==> src/rtl/muldiv_unit.sv <==
// RV32M multiply/divide unit: MUL* results after a fixed latency,
// DIV/REM via a radix-2 restoring divider, one op in flight.
module muldiv_unit #(
  parameter int XLEN       = 32,
  parameter int ROB_IDX_W  = 4,
  parameter int MUL_STAGES = 2
) (
  input  logic                 clk,
  input  logic                 rst_n,
  input  logic                 rdy,
  input  logic                 rollback_config,
  input  logic                 in_valid,
  output logic                 in_ready,
  input  logic [2:0]           in_funct3,
  input  logic [XLEN-1:0]      in_a,
  input  logic [XLEN-1:0]      in_b,
  input  logic [ROB_IDX_W-1:0] in_rob_entry,
  output logic                 out_config,
  output logic [XLEN-1:0]      out_val,
  output logic [ROB_IDX_W-1:0] out_rob_entry
);

  localparam int CMAX =
    (XLEN > MUL_STAGES) ? XLEN : MUL_STAGES;
  localparam int CW = $clog2(CMAX) + 1;

  typedef enum logic [1:0] {
    S_IDLE,
    S_MUL,
    S_DIV,
    S_DONE
  } state_t;

  state_t                 state;
  logic [2:0]             f3;
  logic [ROB_IDX_W-1:0]   tag;
  logic [XLEN-1:0]        op_a;
  logic [XLEN-1:0]        op_b;
  logic [XLEN-1:0]        quo;
  logic [XLEN-1:0]        rem;
  logic [XLEN-1:0]        dvs;
  logic                   neg_q;
  logic                   neg_r;
  logic                   spec;
  logic [CW-1:0]          cnt;

  logic                   accept;
  logic                   sgn_div;
  logic                   a_neg;
  logic                   b_neg;
  logic [XLEN-1:0]        a_abs;
  logic [XLEN-1:0]        b_abs;
  logic                   div_zero;
  logic                   div_ovf;
  logic [XLEN-1:0]        spec_val;
  logic [2*XLEN-1:0]      ma;
  logic [2*XLEN-1:0]      mb;
  logic [2*XLEN-1:0]      prod;
  logic [XLEN:0]          r_sh;
  logic [XLEN:0]          diff;
  logic                   ge;
  logic [XLEN-1:0]        q_fix;
  logic [XLEN-1:0]        r_fix;
  logic [XLEN-1:0]        result;

  assign in_ready = (state == S_IDLE)
                  & ~rollback_config;
  assign accept = rdy & in_valid & in_ready;

  // Issue-side divide prep: magnitudes, signs, special cases
  always_comb begin
    sgn_div  = ~in_funct3[0];
    a_neg    = sgn_div & in_a[XLEN-1];
    b_neg    = sgn_div & in_b[XLEN-1];
    a_abs    = a_neg ? -in_a : in_a;
    b_abs    = b_neg ? -in_b : in_b;
    div_zero = (in_b == '0);
    div_ovf  = sgn_div
             & (in_a == {1'b1, {(XLEN-1){1'b0}}})
             & (&in_b);
    spec_val = '0;
    if (div_zero)
      spec_val = in_funct3[1] ? in_a : '1;
    else
      spec_val = in_funct3[1] ? '0 : in_a;
  end

  // Full-width product; sign-extend per MULH variant
  always_comb begin
    ma = {{XLEN{(f3[1:0] != 2'b11) & op_a[XLEN-1]}},
          op_a};
    mb = {{XLEN{(f3[1:0] == 2'b01) & op_b[XLEN-1]}},
          op_b};
    prod = ma * mb;
  end

  // One restoring-division step
  always_comb begin
    r_sh = {rem, quo[XLEN-1]};
    diff = r_sh - {1'b0, dvs};
    ge   = ~diff[XLEN];
  end

  // Final result selection with sign fix-up
  always_comb begin
    q_fix  = neg_q ? -quo : quo;
    r_fix  = neg_r ? -rem : rem;
    result = '0;
    unique case (1'b1)
      ~f3[2] & (f3[1:0] == 2'b00):
        result = prod[XLEN-1:0];
      ~f3[2] & (f3[1:0] != 2'b00):
        result = prod[2*XLEN-1:XLEN];
      f3[2] & spec:
        result = quo;
      f3[2] & ~spec & f3[1]:
        result = r_fix;
      f3[2] & ~spec & ~f3[1]:
        result = q_fix;
      default:
        result = '0;
    endcase
  end

  // Control FSM, datapath registers and result pulse
  always_ff @(posedge clk or negedge rst_n) begin
    if (!rst_n) begin
      state         <= S_IDLE;
      f3            <= '0;
      tag           <= '0;
      op_a          <= '0;
      op_b          <= '0;
      quo           <= '0;
      rem           <= '0;
      dvs           <= '0;
      neg_q         <= 1'b0;
      neg_r         <= 1'b0;
      spec          <= 1'b0;
      cnt           <= '0;
      out_config    <= 1'b0;
      out_val       <= '0;
      out_rob_entry <= '0;
    end else if (rdy) begin
      out_config <= 1'b0;
      if (rollback_config) begin
        state <= S_IDLE;
      end else begin
        unique case (state)
          S_IDLE: begin
            if (accept) begin
              f3   <= in_funct3;
              tag  <= in_rob_entry;
              op_a <= in_a;
              op_b <= in_b;
              cnt  <= '0;
              if (!in_funct3[2]) begin
                state <= (MUL_STAGES > 1)
                       ? S_MUL : S_DONE;
              end else if (div_zero | div_ovf) begin
                quo   <= spec_val;
                spec  <= 1'b1;
                neg_q <= 1'b0;
                neg_r <= 1'b0;
                state <= S_DONE;
              end else begin
                quo   <= a_abs;
                rem   <= '0;
                dvs   <= b_abs;
                neg_q <= a_neg ^ b_neg;
                neg_r <= a_neg;
                spec  <= 1'b0;
                state <= S_DIV;
              end
            end
          end
          S_MUL: begin
            cnt <= cnt + 1'b1;
            if (int'(cnt) == MUL_STAGES - 2)
              state <= S_DONE;
          end
          S_DIV: begin
            quo <= {quo[XLEN-2:0], ge};
            rem <= ge ? diff[XLEN-1:0]
                      : r_sh[XLEN-1:0];
            cnt <= cnt + 1'b1;
            if (cnt == CW'(XLEN - 1))
              state <= S_DONE;
          end
          S_DONE: begin
            out_config    <= 1'b1;
            out_val       <= result;
            out_rob_entry <= tag;
            state         <= S_IDLE;
          end
          default: state <= S_IDLE;
        endcase
      end
    end
  end

endmodule

==> config.mk <==
export PLATFORM = sky130hd
export DESIGN_NAME = muldiv_unit
export DESIGN_NICKNAME = d
export VERILOG_FILES = /design/src/rtl/muldiv_unit.sv
export SDC_FILE = /design/constraint.sdc
export NUM_CORES = 2
export LEC_CHECK = 0
export BUFFER_PORTS_ARGS = -buffer_cell sky130_fd_sc_hd__buf_4
export CORE_ASPECT_RATIO = 1.4
export CORE_MARGIN = 8
export CORE_UTILIZATION = 65
export CTS_CLUSTER_DIAMETER = 150
export DETAILED_ROUTE_END_ITERATION = 16
export GPL_TIMING_DRIVEN = 0
export PLACE_DENSITY = 0.82
export RECOVER_POWER = 50
export SYNTH_ARGS = -nofsm -noshare
export SYNTH_HDL_FRONTEND = slang
export SYNTH_SLANG_ARGS = --single-unit
export TNS_END_PERCENT = 1
==> constraint.sdc <==
create_clock -name clk -period 13.69 [get_ports clk]
set_input_delay 2.738 -clock clk [delete_from_list [all_inputs] [get_ports clk]]
set_output_delay 2.738 -clock clk [all_outputs]
set_load 0.02 [all_outputs]
Word level (Yosys, flattened, before mapping)
Cells that the tools add are included.
- word-level logic and storage cells: 107
- register bits after elaboration: 215
- add/subtract/negate cells: 6
- mux-type cells: 31
- equal/unequal tests: 13
- $mul: 1
- bitwise gates (word level): 24
- reductions and logical operators: 17
- operator list (cell ; number):
    2-to-1 mux 32 bit ; 14
    one-hot mux 32 bit (5 select lines) ; 1
    negation 32 bit ; 4
    one-hot mux 32 bit (2 select lines) ; 2
    multiplier 33 x 33 -> 64 bit ; 1
    subtractor 33 x 32 -> 33 bit ; 1
    == test 32 bit, second input constant ; 1
    logical NOT 32 bit ; 1
    AND reduction 32 bit ; 1
    bitwise AND 1 bit ; 15
    one-hot mux 6 bit (2 select lines) ; 1
    AND reduction 4 bit ; 3
    AND reduction 6 bit ; 2
    2-to-1 mux 2 bit ; 5
    AND reduction 5 bit ; 2
    inequality test 3 bit, second input constant ; 3
    inequality test 2 bit, second input constant ; 4
    one-hot mux 2 bit (4 select lines) ; 1
    NOT 1 bit ; 7
    adder 6 x 1 -> 6 bit, second input constant ; 1
    == test 6 x 5 -> 1 bit, second input constant ; 1
    logical NOT 6 bit ; 1
    2-to-1 mux 1 bit ; 6
    2-to-1 mux 6 bit ; 1
    other kinds (8) ; 13

Depth between registers and ports, before layout
- word-level depth: 9
- depth in mapped cells: 32
- mapped depth without buffers: 28

Worst setup path before layout
No wires, ideal clock.
- path type: reg2reg
- from: reg f3[1]
- to: reg out_val[25]
- period minus slack after synthesis: 8.626 ns
- arrival time: 8.540 ns
- setup slack: 5.064 ns
- stages on the path, launching flop included: 30
- required time: 13.603 ns
- path through: dfrtp_1 -> clkbuf_1 -> nand2_1 -> clkbuf_1 -> and2_1 -> clkbuf_1 -> nand2_1 -> inv_1 -> fa_1 -> fa_1 -> fa_1 -> inv_1 -> fa_1 -> inv_1 -> fa_1 -> fa_1 -> inv_1 -> fa_1 -> fa_1 -> inv_1 -> ha_1 -> clkbuf_1 -> and4_1 -> nor2b_1 -> nand2_1 -> or4_1 -> a21o_1 -> a211o_1 -> or4_1 -> o211ai_1
- longest elaborated chain between the ends: 4
- elaborated cells between the ends (all ways): 13
- those cells by class: mul (1); eq/ne (2); mux (1); bitwise (7); reduce/logical (2)
- ends and longest elaborated chain (what ; line ; source):
    from (decl) ; 35 ; logic [2:0] f3;
    from (signal assigned) ; 151 ; f3 <= in_funct3;
    inequality test 2 bit / == test 2 x 1 -> 1 bit (equally long branches) ; 90, 92 ;
    bitwise AND 1 bit, on equally long branches ; 90, 92 ;
    multiplier 33 x 33 -> 64 bit ; 94 ; prod = ma * mb;
    one-hot mux 32 bit (5 select lines) (*) ; 109 ; unique case (1'b1)
    to (signal assigned) ; 191 ; out_val <= result;
    to (decl) ; 19 ; output logic [XLEN-1:0] out_val,
Mark *: on every way between the ends. The rest lies on a longest branch, timed or not.
A chain may end at the register's enable or synchronous reset.

Worst setup path in the final report
- from: reg f3[1]
- to: reg out_val[28]
Same word-level chain as after synthesis.

==> impl_metrics.toml <==
[synthesis]
synthArstFlopShare = 1.00
synthDistinctLibCells = 90
ys.warnings.count = 0
syn_area_um2 = 53100
synth_flop_cell = "dfrtp_1"
synth_edf_count = 0
syn_area_per_cell_um2 = 8.56
synthCells = 6204
synth_seq_cells = 215
ys_seq_area_frac = 0.101
synth_fp_nets = 7661

[sta]
final-setup-viol-count = 0
hold_violations = 0
min_period_over_period = 0.839
final.setup.tns_ps = 0
relSlewSlack = -3.40
rsz0062_at_grt = "false"
worst_slew_pin_slew_ps = 6600
finalClockSkew_ps = 31.7
timing.final.crit_period_ps = 11490
slew_viol_final = 158
max_freq_ghz = 0.0870

[outcome]
violations = "capacitance limit, slew limit"
status = "finished, violations left"

[floorplan]
rows = 124
start_util = 0.653
num_io_pins = 114
design.die.area_um2 = 91200
die_width_um = 258
dieHeight_um = 354
fp.coreArea_um2 = 81300

[drt]
drt_iter0_markers = 5477
drt_wl_total_mm = 216
via_per_inst = 6.37
dr.pass1.iters = 6
drt.antenna.violating_nets = 0
drc = 0
num_vias = 47537
routedWlPerCell_um = 29.0

[placement]
place.gp.congestion = 1.09
dp_hpwl_mm = 177
port_buffers = 111

[setup_path]
crit_start = "f3[1]"
startpoint_type = "flip-flop"
cp_max_fo = 10
crit_path_top_delay_cell = "fa_1"
crit_top_cell = "fa_1"
crit_required_ps = 14120
critPathArrivalTime_ps = 11920
critPathCaptureType = "flip-flop"
reg2reg_to = "out_val[28]"
crit_type = "reg -> reg"
crit_end = "out_val[28]"
reg2reg_slack_ps = 2200
regToRegStartpoint = "f3[1]"
ff2ff_path_depth = 31
slowest_delay_ps = 960

[layout]
syn2layout_area_growth_pct = 5.76
nNetsFinal = 7799
fillerInstances = 6691
final_layout_size_suffix_gt1_frac = 0.0297

[clock_tree]
cts_hold_buf = 0
cts_root_buffer = "clkbuf_16"
cts_resized = 0
cts_tree = "built"
clk_pin_slew_ps = 70
post_cts_buffers = 0
h-tree-depth = 1
clk_path_buf_depth = 3
cts.sinks = 215
numCtsBuffers = 24
clk_latency_ps = 560

[grt]
grt_pass1_vias = 49775
grt_max_degree = 114
grt_pass1_wl_mm = 318
track_usage = 0.478
antenna_found_initial = 23
overflow = 0

[min_path]
hold_path.class = "reg -> reg"

[run]
maxCapViolations = 5
[synthesized netlist by cell type, types with 16 or more instances]
cell type | n | area (µm²)
mux2i_1 | 45 | 450
ha_1 | 255 | 3190
clkbuf_1 | 340 | 1280
o41ai_1 | 17 | 149
a21oi_1 | 164 | 821
nand4_1 | 28 | 175
nand2_1 | 1214 | 4560
fa_1 | 1126 | 22500
nor4_1 | 19 | 119
a221oi_1 | 19 | 166
nor2b_1 | 20 | 125
a211oi_1 | 26 | 195
or2_2 | 19 | 119
o211ai_1 | 19 | 143
o22ai_1 | 16 | 100
nor2_1 | 205 | 769
and3_1 | 36 | 225
or3_1 | 31 | 194
o21ai_0 | 189 | 946
inv_1 | 1278 | 4800
a21o_1 | 51 | 383
nand2b_1 | 30 | 188
xor2_1 | 55 | 482
nand3_1 | 45 | 225
o31ai_1 | 39 | 293
a31oi_1 | 33 | 206
nor3_1 | 64 | 320
and2_1 | 261 | 1630
or4_1 | 17 | 128
xnor2_1 | 85 | 744
o21a_1 | 24 | 180
o21ai_1 | 16 | 80.1
dfrtp_1 | 215 | 5380
[cell families (layout without fill, tap and decap cells)]
logic type | Yosys count | after routing | share of synthesized area
buf+inv | 1635 | 1791 | 0.116
fa+ha+maj | 1381 | 1381 | 0.485
simple gates | 2026 | 2026 | 0.171
mux | 49 | 49 | 0.00933
compound gates | 758 | 758 | 0.0939
other cells | 0 | 26 | 0
flops | 215 | 215 | 0.101
xor+xnor | 140 | 140 | 0.0231
[critical path: cells and delay by family, from the launching register on]
kind                     cells  cell delay (ps)
AO/OA/AOI/OAI                3              920
adder cells (fa/ha/maj)      9             4800
buffers and inverters       11             3180
flip-flops                   1              360
multiplexers                 1              230
AND/OR/NAND/NOR              7             1870
[cells in the final DEF (no fill, tap or decap), types with 20 or more instances in the layout]
master	instances
fa_1	1126
nor3_1	64
o21a_1	24
nand4_1	28
buf_4	97
or3_1	31
nand2b_1	30
o21ai_0	190
xor2_1	55
nor2_1	205
inv_1	1278
clkbuf_1	360
clkbuf_16	25
o31ai_1	39
and3_1	36
xnor2_1	85
a21o_1	51
nor2b_1	20
a21oi_1	164
and2_1	260
nand2_1	1214
mux2i_1	45
ha_1	255
nand3_1	45
dfrtp_1	215
a31oi_1	33
diode_2	26
a211oi_1	26
[routing by layer]
metal	wire, µm	global-route usage	up-vias
met1	66200	0.520	23762
met2	97500	0.742	3383
li1	-	-	19246
met4	27000	0.454	8
met3	25500	0.141	1138
met5	61	0	-
[how the worst min path moves through the flow]
stage / startpoint / end / slack (ps) / cells past startpoint
3_3_place_gp: tag[2] / out_rob_entry[2] / 450 / 2
6_report: tag[0] / out_rob_entry[0] / 450 / 2
4_1_cts: tag[0] / out_rob_entry[0] / 440 / 2
2_1_floorplan: tag[0] / out_rob_entry[0] / 440 / 2
5_1_grt: tag[0] / out_rob_entry[0] / 470 / 2
3_5_place_dp: tag[0] / tag[0] / 460 / 2
[registers in the layout, indices dropped and copies added, names as in the netlist, 2 cells and up]
| signal | cells |
|---|---|
| tag | 4 |
| f3 | 3 |
| rem | 32 |
| state | 2 |
| op_b | 32 |
| out_rob_entry | 4 |
| quo | 32 |
| cnt | 6 |
| out_val | 32 |
| op_a | 32 |
| dvs | 32 |
[through the flow]
step                instance area [µm²]  hold WS, ps  worst slack [ps]  instances   util
floorplan                         53100          439              5060       6204      -
global placement                  55300          448              2590       7386  0.680
detailed placement                55300          464              2380       7387  0.680
CTS                               56100          443              2370       7431  0.691
global route                      56100          472              1750       7434  0.690
finish                            56100          454              2200       7457  0.691
[layout make-up]
class                           instances  area (µm²)  share of cell area
Sequential cell                       215        5380              0.0958
Tap cell                             1071        1340              0.0239
Inverter                             1278        4800              0.0855
Timing Repair Buffer                  112         801              0.0143
Buffer                                357        1380              0.0245
Multi-Input combinational cell       4354       41500               0.740
Clock buffer                           33         686              0.0122
Clock inverter                         11         166             0.00296
Antenna cell                           26        65.1             0.00116
Power is left out: the tool's default activity adds up to more than one toggle a clock period on the data nets, which glitch-free logic cannot reach.
